`config.mk`:
```
export PLATFORM = sky130hd
export DESIGN_NAME = apb_alu_master_arb
export DESIGN_NICKNAME = d
export VERILOG_FILES = /design/src/rtl/apb_alu_master_arb_pkg.sv /design/src/rtl/apb_alu_master_arb_rr_arb2.sv /design/src/rtl/apb_alu_master_arb.sv
export SDC_FILE = /design/constraint.sdc
export NUM_CORES = 1
export LEC_CHECK = 0
export CORE_MARGIN = 4
export CORE_UTILIZATION = 41
export CTS_CLUSTER_SIZE = 10
export DETAILED_ROUTE_END_ITERATION = 10
export GPL_ROUTABILITY_DRIVEN = 0
export PLACE_DENSITY = 0.86
export REMOVE_ABC_BUFFERS = 1
export SLEW_MARGIN = 40
export SYNTH_ARGS = -nofsm -noshare
export SYNTH_HDL_FRONTEND = slang
export SYNTH_SLANG_ARGS = --single-unit
```
`constraint.sdc`:
```
create_clock -name PCLK -period 3.7 [get_ports PCLK]
set_input_delay 0.555 -clock PCLK [delete_from_list [all_inputs] [get_ports PCLK]]
set_output_delay 0.555 -clock PCLK [all_outputs]
set_load 0.03 [all_outputs]
```
`src/rtl/apb_alu_master_arb_pkg.sv`:
```
// Shared definitions for the APB ALU master with two-requester arbitration.
// Purpose : FSM state encoding, ALU opcode values and the PWDATA field layout
//           used when packing a command into the APB write word.
// Ports   : none (package).
package apb_alu_master_arb_pkg;

    typedef enum logic [2:0] {
        IDLE,
        WR_SETUP,
        WR_ACCESS,
        RD_SETUP,
        RD_ACCESS,
        RESP
    } alu_state_e;

    localparam logic [1:0] OP_ADD = 2'b00;
    localparam logic [1:0] OP_SUB = 2'b01;
    localparam logic [1:0] OP_MUL = 2'b10;
    localparam logic [1:0] OP_XOR = 2'b11;

    localparam int PW_A_LSB  = 0;
    localparam int PW_A_MSB  = 6;
    localparam int PW_B_LSB  = 7;
    localparam int PW_B_MSB  = 13;
    localparam int PW_OP_LSB = 14;
    localparam int PW_OP_MSB = 15;

    // Builds the APB write word; bits above the opcode field stay zero.
    function automatic logic [31:0] pack_pwdata(input logic [6:0] a,
                                                input logic [6:0] b,
                                                input logic [1:0] op);
        logic [31:0] w;
        w = '0;
        w[PW_A_MSB:PW_A_LSB]   = a;
        w[PW_B_MSB:PW_B_LSB]   = b;
        w[PW_OP_MSB:PW_OP_LSB] = op;
        return w;
    endfunction

endpackage

```
`src/rtl/apb_alu_master_arb_rr_arb2.sv`:
```
// Two-way round-robin arbiter.
// Purpose : picks one of two requesters; when both request, the one that was
//           not granted last wins. After reset requester 0 is favoured.
// Ports   : clk    - clock, rising edge
//           rst    - synchronous active-high reset
//           req    - request vector, bit i = requester i
//           accept - the current grant is being taken; advances the pointer
//           grant  - one-hot grant (zero when no request)
module rr_arb2
    import apb_alu_master_arb_pkg::*;
(
    input  logic       clk,
    input  logic       rst,
    input  logic [1:0] req,
    input  logic       accept,
    output logic [1:0] grant
);

    logic prefer_r1;

    always_comb begin
        grant = req;
        if (req == 2'b11) begin
            grant = prefer_r1 ? 2'b10 : 2'b01;
        end
    end

    // After a grant to requester 0 the next tie goes to requester 1 and vice versa.
    always_ff @(posedge clk) begin
        if (rst) begin
            prefer_r1 <= 1'b0;
        end else if (accept && (grant != 2'b00)) begin
            prefer_r1 <= grant[0];
        end
    end

endmodule

```
`src/rtl/apb_alu_master_arb.sv`:
```
// APB master that forwards ALU commands from two requesters to an APB ALU slave.
// Purpose : arbitrates between two command sources, writes the packed command
//           to the slave, reads back the 16-bit result and returns it to the
//           requester that issued it. A wait counter aborts stuck transfers.
// Ports   : PCLK, PRESET              - clock and synchronous active-high reset
//           req_valid/req_ready [1:0]  - per-requester command handshake
//           req_a/req_b [13:0]         - packed 7-bit signed operands {r1, r0}
//           req_op [3:0]               - packed 2-bit opcodes {r1, r0}
//           rsp_valid [1:0]            - one-hot response pulse
//           rsp_data [15:0], rsp_err   - result and timeout flag
//           PSEL2, PENABLE, PWRITE, PADDR, PWDATA, PRDATA, PREADY1 - APB master
module apb_alu_master_arb
    import apb_alu_master_arb_pkg::*;
#(
    parameter logic [31:0] ALU_ADDR = 32'h0000_0010,
    parameter int          TIMEOUT  = 16
) (
    input  logic        PCLK,
    input  logic        PRESET,
    input  logic [1:0]  req_valid,
    output logic [1:0]  req_ready,
    input  logic [13:0] req_a,
    input  logic [13:0] req_b,
    input  logic [3:0]  req_op,
    output logic [1:0]  rsp_valid,
    output logic [15:0] rsp_data,
    output logic        rsp_err,
    output logic        PSEL2,
    output logic        PENABLE,
    output logic        PWRITE,
    output logic [31:0] PADDR,
    output logic [31:0] PWDATA,
    input  logic [31:0] PRDATA,
    input  logic        PREADY1
);

    localparam logic [7:0] TIMEOUT_LAST = 8'(TIMEOUT - 1);

    alu_state_e state;
    logic [1:0] owner;
    logic [7:0] wait_cnt;
    logic [1:0] grant;
    logic       accept;
    logic [6:0] sel_a;
    logic [6:0] sel_b;
    logic [1:0] sel_op;
    logic       unused_prdata_hi;

    assign unused_prdata_hi = ^PRDATA[31:16];

    rr_arb2 u_arb (
        .clk    (PCLK),
        .rst    (PRESET),
        .req    (req_valid),
        .accept (accept),
        .grant  (grant)
    );

    // Commands are only taken in IDLE; elsewhere requesters simply keep waiting.
    assign accept    = (state == IDLE) && (grant != 2'b00) && !PRESET;
    assign req_ready = accept ? grant : 2'b00;

    assign sel_a  = grant[1] ? req_a[13:7] : req_a[6:0];
    assign sel_b  = grant[1] ? req_b[13:7] : req_b[6:0];
    assign sel_op = grant[1] ? req_op[3:2] : req_op[1:0];

    // All APB and response outputs are registered and set on the transition
    // into the state that owns them, so they line up with the state register.
    // The write word itself holds the latched command until the write completes.
    always_ff @(posedge PCLK) begin
        if (PRESET) begin
            state     <= IDLE;
            owner     <= 2'b00;
            wait_cnt  <= 8'd0;
            PSEL2     <= 1'b0;
            PENABLE   <= 1'b0;
            PWRITE    <= 1'b0;
            PADDR     <= 32'd0;
            PWDATA    <= 32'd0;
            rsp_valid <= 2'b00;
            rsp_data  <= 16'd0;
            rsp_err   <= 1'b0;
        end else begin
            case (state)
                IDLE: begin
                    rsp_valid <= 2'b00;
                    rsp_err   <= 1'b0;
                    if (accept) begin
                        owner   <= grant;
                        PSEL2   <= 1'b1;
                        PENABLE <= 1'b0;
                        PWRITE  <= 1'b1;
                        PADDR   <= ALU_ADDR;
                        PWDATA  <= pack_pwdata(sel_a, sel_b, sel_op);
                        state   <= WR_SETUP;
                    end
                end
                WR_SETUP, RD_SETUP: begin
                    PENABLE  <= 1'b1;
                    wait_cnt <= 8'd0;
                    state    <= (state == WR_SETUP) ? WR_ACCESS : RD_ACCESS;
                end
                WR_ACCESS, RD_ACCESS: begin
                    // PREADY1 wins over a timeout landing in the same cycle.
                    if (PREADY1) begin
                        PENABLE <= 1'b0;
                        if (state == WR_ACCESS) begin
                            PWRITE <= 1'b0;
                            PWDATA <= 32'd0;
                            state  <= RD_SETUP;
                        end else begin
                            PSEL2     <= 1'b0;
                            PADDR     <= 32'd0;
                            rsp_data  <= PRDATA[15:0];
                            rsp_err   <= 1'b0;
                            rsp_valid <= owner;
                            state     <= RESP;
                        end
                    end else if (wait_cnt == TIMEOUT_LAST) begin
                        PSEL2     <= 1'b0;
                        PENABLE   <= 1'b0;
                        PWRITE    <= 1'b0;
                        PADDR     <= 32'd0;
                        PWDATA    <= 32'd0;
                        rsp_data  <= 16'd0;
                        rsp_err   <= 1'b1;
                        rsp_valid <= owner;
                        state     <= RESP;
                    end else begin
                        wait_cnt <= wait_cnt + 8'd1;
                    end
                end
                RESP: begin
                    rsp_valid <= 2'b00;
                    rsp_err   <= 1'b0;
                    state     <= IDLE;
                end
                default: begin
                    state <= IDLE;
                end
            endcase
        end
    end

endmodule

```
==> flow_summary.toml <==
[critical_path]
worst-setup-path-type = "primary input to output port"
crit_buf_inv = 4
crit_family = "buffers and inverters"
cpMaxStageDelayCell = "clkdlybuf4s50_1"
critPathRequiredTime_ns = 3.14
start_kind = "primary input"
critical_path.cell_chain = "clkdlybuf4s50_1 > inv_1 > o21ai_2 > buf_4 > nand2_1 > nor3_1 > clkdlybuf4s50_1"
arrival_ns = 2.46
crit_path_end_kind = "output port"
crit_fanout = 10
cp_common_cell = "clkdlybuf4s50_1"
max_stage_delay_ns = 0.72

[place]
placed_cell_area_um2 = 3520
port_buffers = 93
dpl.hpwl_mm = 4.71
place_inst = 444

[synthesis]
yosysMostFrequentCell = "dfxtp_1"
ys_top_cells_by_area = "dfxtp_1 (38%), buf_4 (13%), a22o_1 (6.1%), o31ai_2 (6.0%), mux2i_1 (5.9%)"
syn_inst = 289
synth_ff_type = "dfxtp_1"
synth-edff-count = 0
synth_commonest_cells = "dfxtp_1 (52), buf_4 (49), a22o_1 (19)"
yosys_warnings = 0
synth_top_cell_by_area = "dfxtp_1"
synth_seq_area_share_pct = 38.1
avgSynthCellArea_um2 = 9.45
ys_ff_latch = 52
synthDominantCellAreaShare_pct = 38.1
synth.distinct_cells = 43
async_flop_share_pct = 0
netlist_area_um2 = 2730

[clock_network]
cts.path.max_buffers = 2
post_cts_buffers = 0
htreeDepth = 2
cts_buffers = 5
clk_pin_slew_ns = 0.09
numClockSinks = 52
ctsResizeCount = 0
root_buffer = "clkbuf_8"
cts_hold_buf = 0
worst_skew_pair.late_latency_ns = 0.31
cts_tree = "built"

[floorplan]
initial_core_util_pct = 42.5
pin_count = 157
core_um2 = 6420
rows = 29
die_w_um = 89.6
dieArea_um2 = 8030
die_h_um = 89.6

[finish]
nets = 444
stdcell_area_um2 = 3640
num_antenna_cells = 0
syn2layout_area_growth_pct = 33.3
finalNonFillerCells = 452
drive_gt1_share_pct = 9.60

[route]
ant_nets = 0
vias_per_cell = 5.00
routed_wl_mm = 6.27
firstDrtPassIters = 4
vias = 2260
drcViolationCount = 0
first_iter_violations = 92
routedWlPerCell_um = 13.9

[global_routing]
grt_max_degree = 34
grt_usage_pct = 15.3
met3_usage_pct = 3.38
grt_pass1_vias = 2083
busiest_layer = "met2"
grt_use_met1_pct = 18.7
grt_pass1_wl_mm = 9.71
antenna_found_initial = 0
grt_overflow_total = 0
met2_usage_pct = 26.4

[sta]
skew_ns = 0.00761
worst_slew_pin_slew_ns = 0.661
rsz0062_at_grt = "false"
hold_viol_final = 0
finalSetupViolations = 0
slew_violations = 0
maxSlewHeadroom_pct = 55.9
fmax_mhz = 331
min_period_ns = 3.02
post-route-period-util_pct = 81.6

[power]
powerDensity_nw_per_um2 = 395
leakage_nw = 1.46
ir_drop_v = 0.000171

[run]
drv_cap = 0

[run_status]
run_status = "complete, no violations"

[hold_path]
hold_class = "flip-flop to flip-flop"
[worst paths after layout]
kind	startpoint	end	slack, ns	depth (start not counted)
worst max register to register	state[2]	rsp_valid[0]	1.65	5
worst min-delay path	PWRITE	PWRITE	0.47	2
worst max-delay path	req_valid[0]	req_ready[0]	0.68	7
worst min register to register	PWRITE	PWRITE	0.47	2
[worst min-delay path, cell delays in order, from the launching register on]
cell	delay, ns
dfxtp_1	0.33
nand2_1	0.05
a21oi_1	0.06
[cell usage in the layout, fill, tap and decap left out, types with 2 or more instances in the layout]
cell type | netlist | routed
nand3_1 | 6 | 6
and3_1 | 2 | 2
nand2b_1 | 4 | 4
mux2i_1 | 16 | 16
a22o_1 | 19 | 19
conb_1 | 1 | 47
nor2_1 | 16 | 15
o31ai_1 | 4 | 4
nand2_1 | 12 | 12
buf_4 | 49 | 5
a21o_1 | 2 | 2
nand3b_1 | 17 | 17
dfxtp_1 | 52 | 52
o31ai_2 | 13 | 13
a21oi_1 | 13 | 13
nor3_1 | 7 | 7
or3_1 | 3 | 3
o21bai_1 | 2 | 2
inv_1 | 3 | 3
clkbuf_8 | 0 | 5
clkdlybuf4s50_1 | 0 | 93
a31oi_1 | 4 | 4
nor2b_1 | 4 | 4
o21ai_0 | 5 | 4
[cell type report]
type | instances | area, um2
inverters | 3 | 11.3
flip-flops and latches | 52 | 1040
well taps | 77 | 96.3
multi-input cells | 214 | 1410
repair buffers | 98 | 968
clock buffers | 5 | 68.8
fillers | 563 | 2780
clock inverters | 3 | 46.3
[cells by family (layout without fill, tap and decap cells)]
kind of cell             count (synthesis)  in the layout  share of synthesized area (%)
adder cells (fa/ha/maj)                  1              1                          0.458
buffers and inverters                   69            109                           17.1
AND/OR/NAND/NOR                         79             79                           16.8
AO/OA/AOI/OAI                           69             69                           20.8
XOR/XNOR                                 1              1                          0.321
flip-flops                              52             52                           38.1
multiplexers                            17             17                           6.28
other                                    1             47                          0.137
[flip-flops by register name, summed over array words and instances, names as in the netlist]
register         cells
rsp_data            16
state                3
rsp_err              1
wait_cnt             8
PENABLE              1
u_arb.prefer_r1      1
PWDATA              16
owner                2
rsp_valid            2
PWRITE               1
PSEL2                1
[per-layer routing]
layer | vias up | share of wire (%)
met5 | - | 0
met2 | 96 | 50
met1 | 1055 | 41
li1 | 1103 | -
met4 | 0 | 1.2
met3 | 6 | 7.7
[metrics by stage]
step           setup slack, ns  total power, mW  utilization (%)  setup TNS, ns  hold slack (ns)
3_5_place_dp             0.692             1.05             54.9              0            0.462
4_1_cts                  0.679             1.45             56.7              0            0.478
5_1_grt                  0.573             1.50             56.7              0            0.498
2_1_floorplan          -0.0965            0.885                -        -0.0965            0.443
6_report                 0.681             1.44             56.7              0            0.475
3_3_place_gp             0.712             1.04             54.7              0            0.447
[where the power goes]
group	switching (mW)	total (mW)	leakage, nW	internal (mW)
logic	0.253	0.414	0.981	0.160
clock network	0.198	0.402	0.0548	0.204
registers	0.0269	0.622	0.423	0.595
total	0.478	1.44	1.46	0.959
Note: power is estimated with default switching activity, not from simulation.
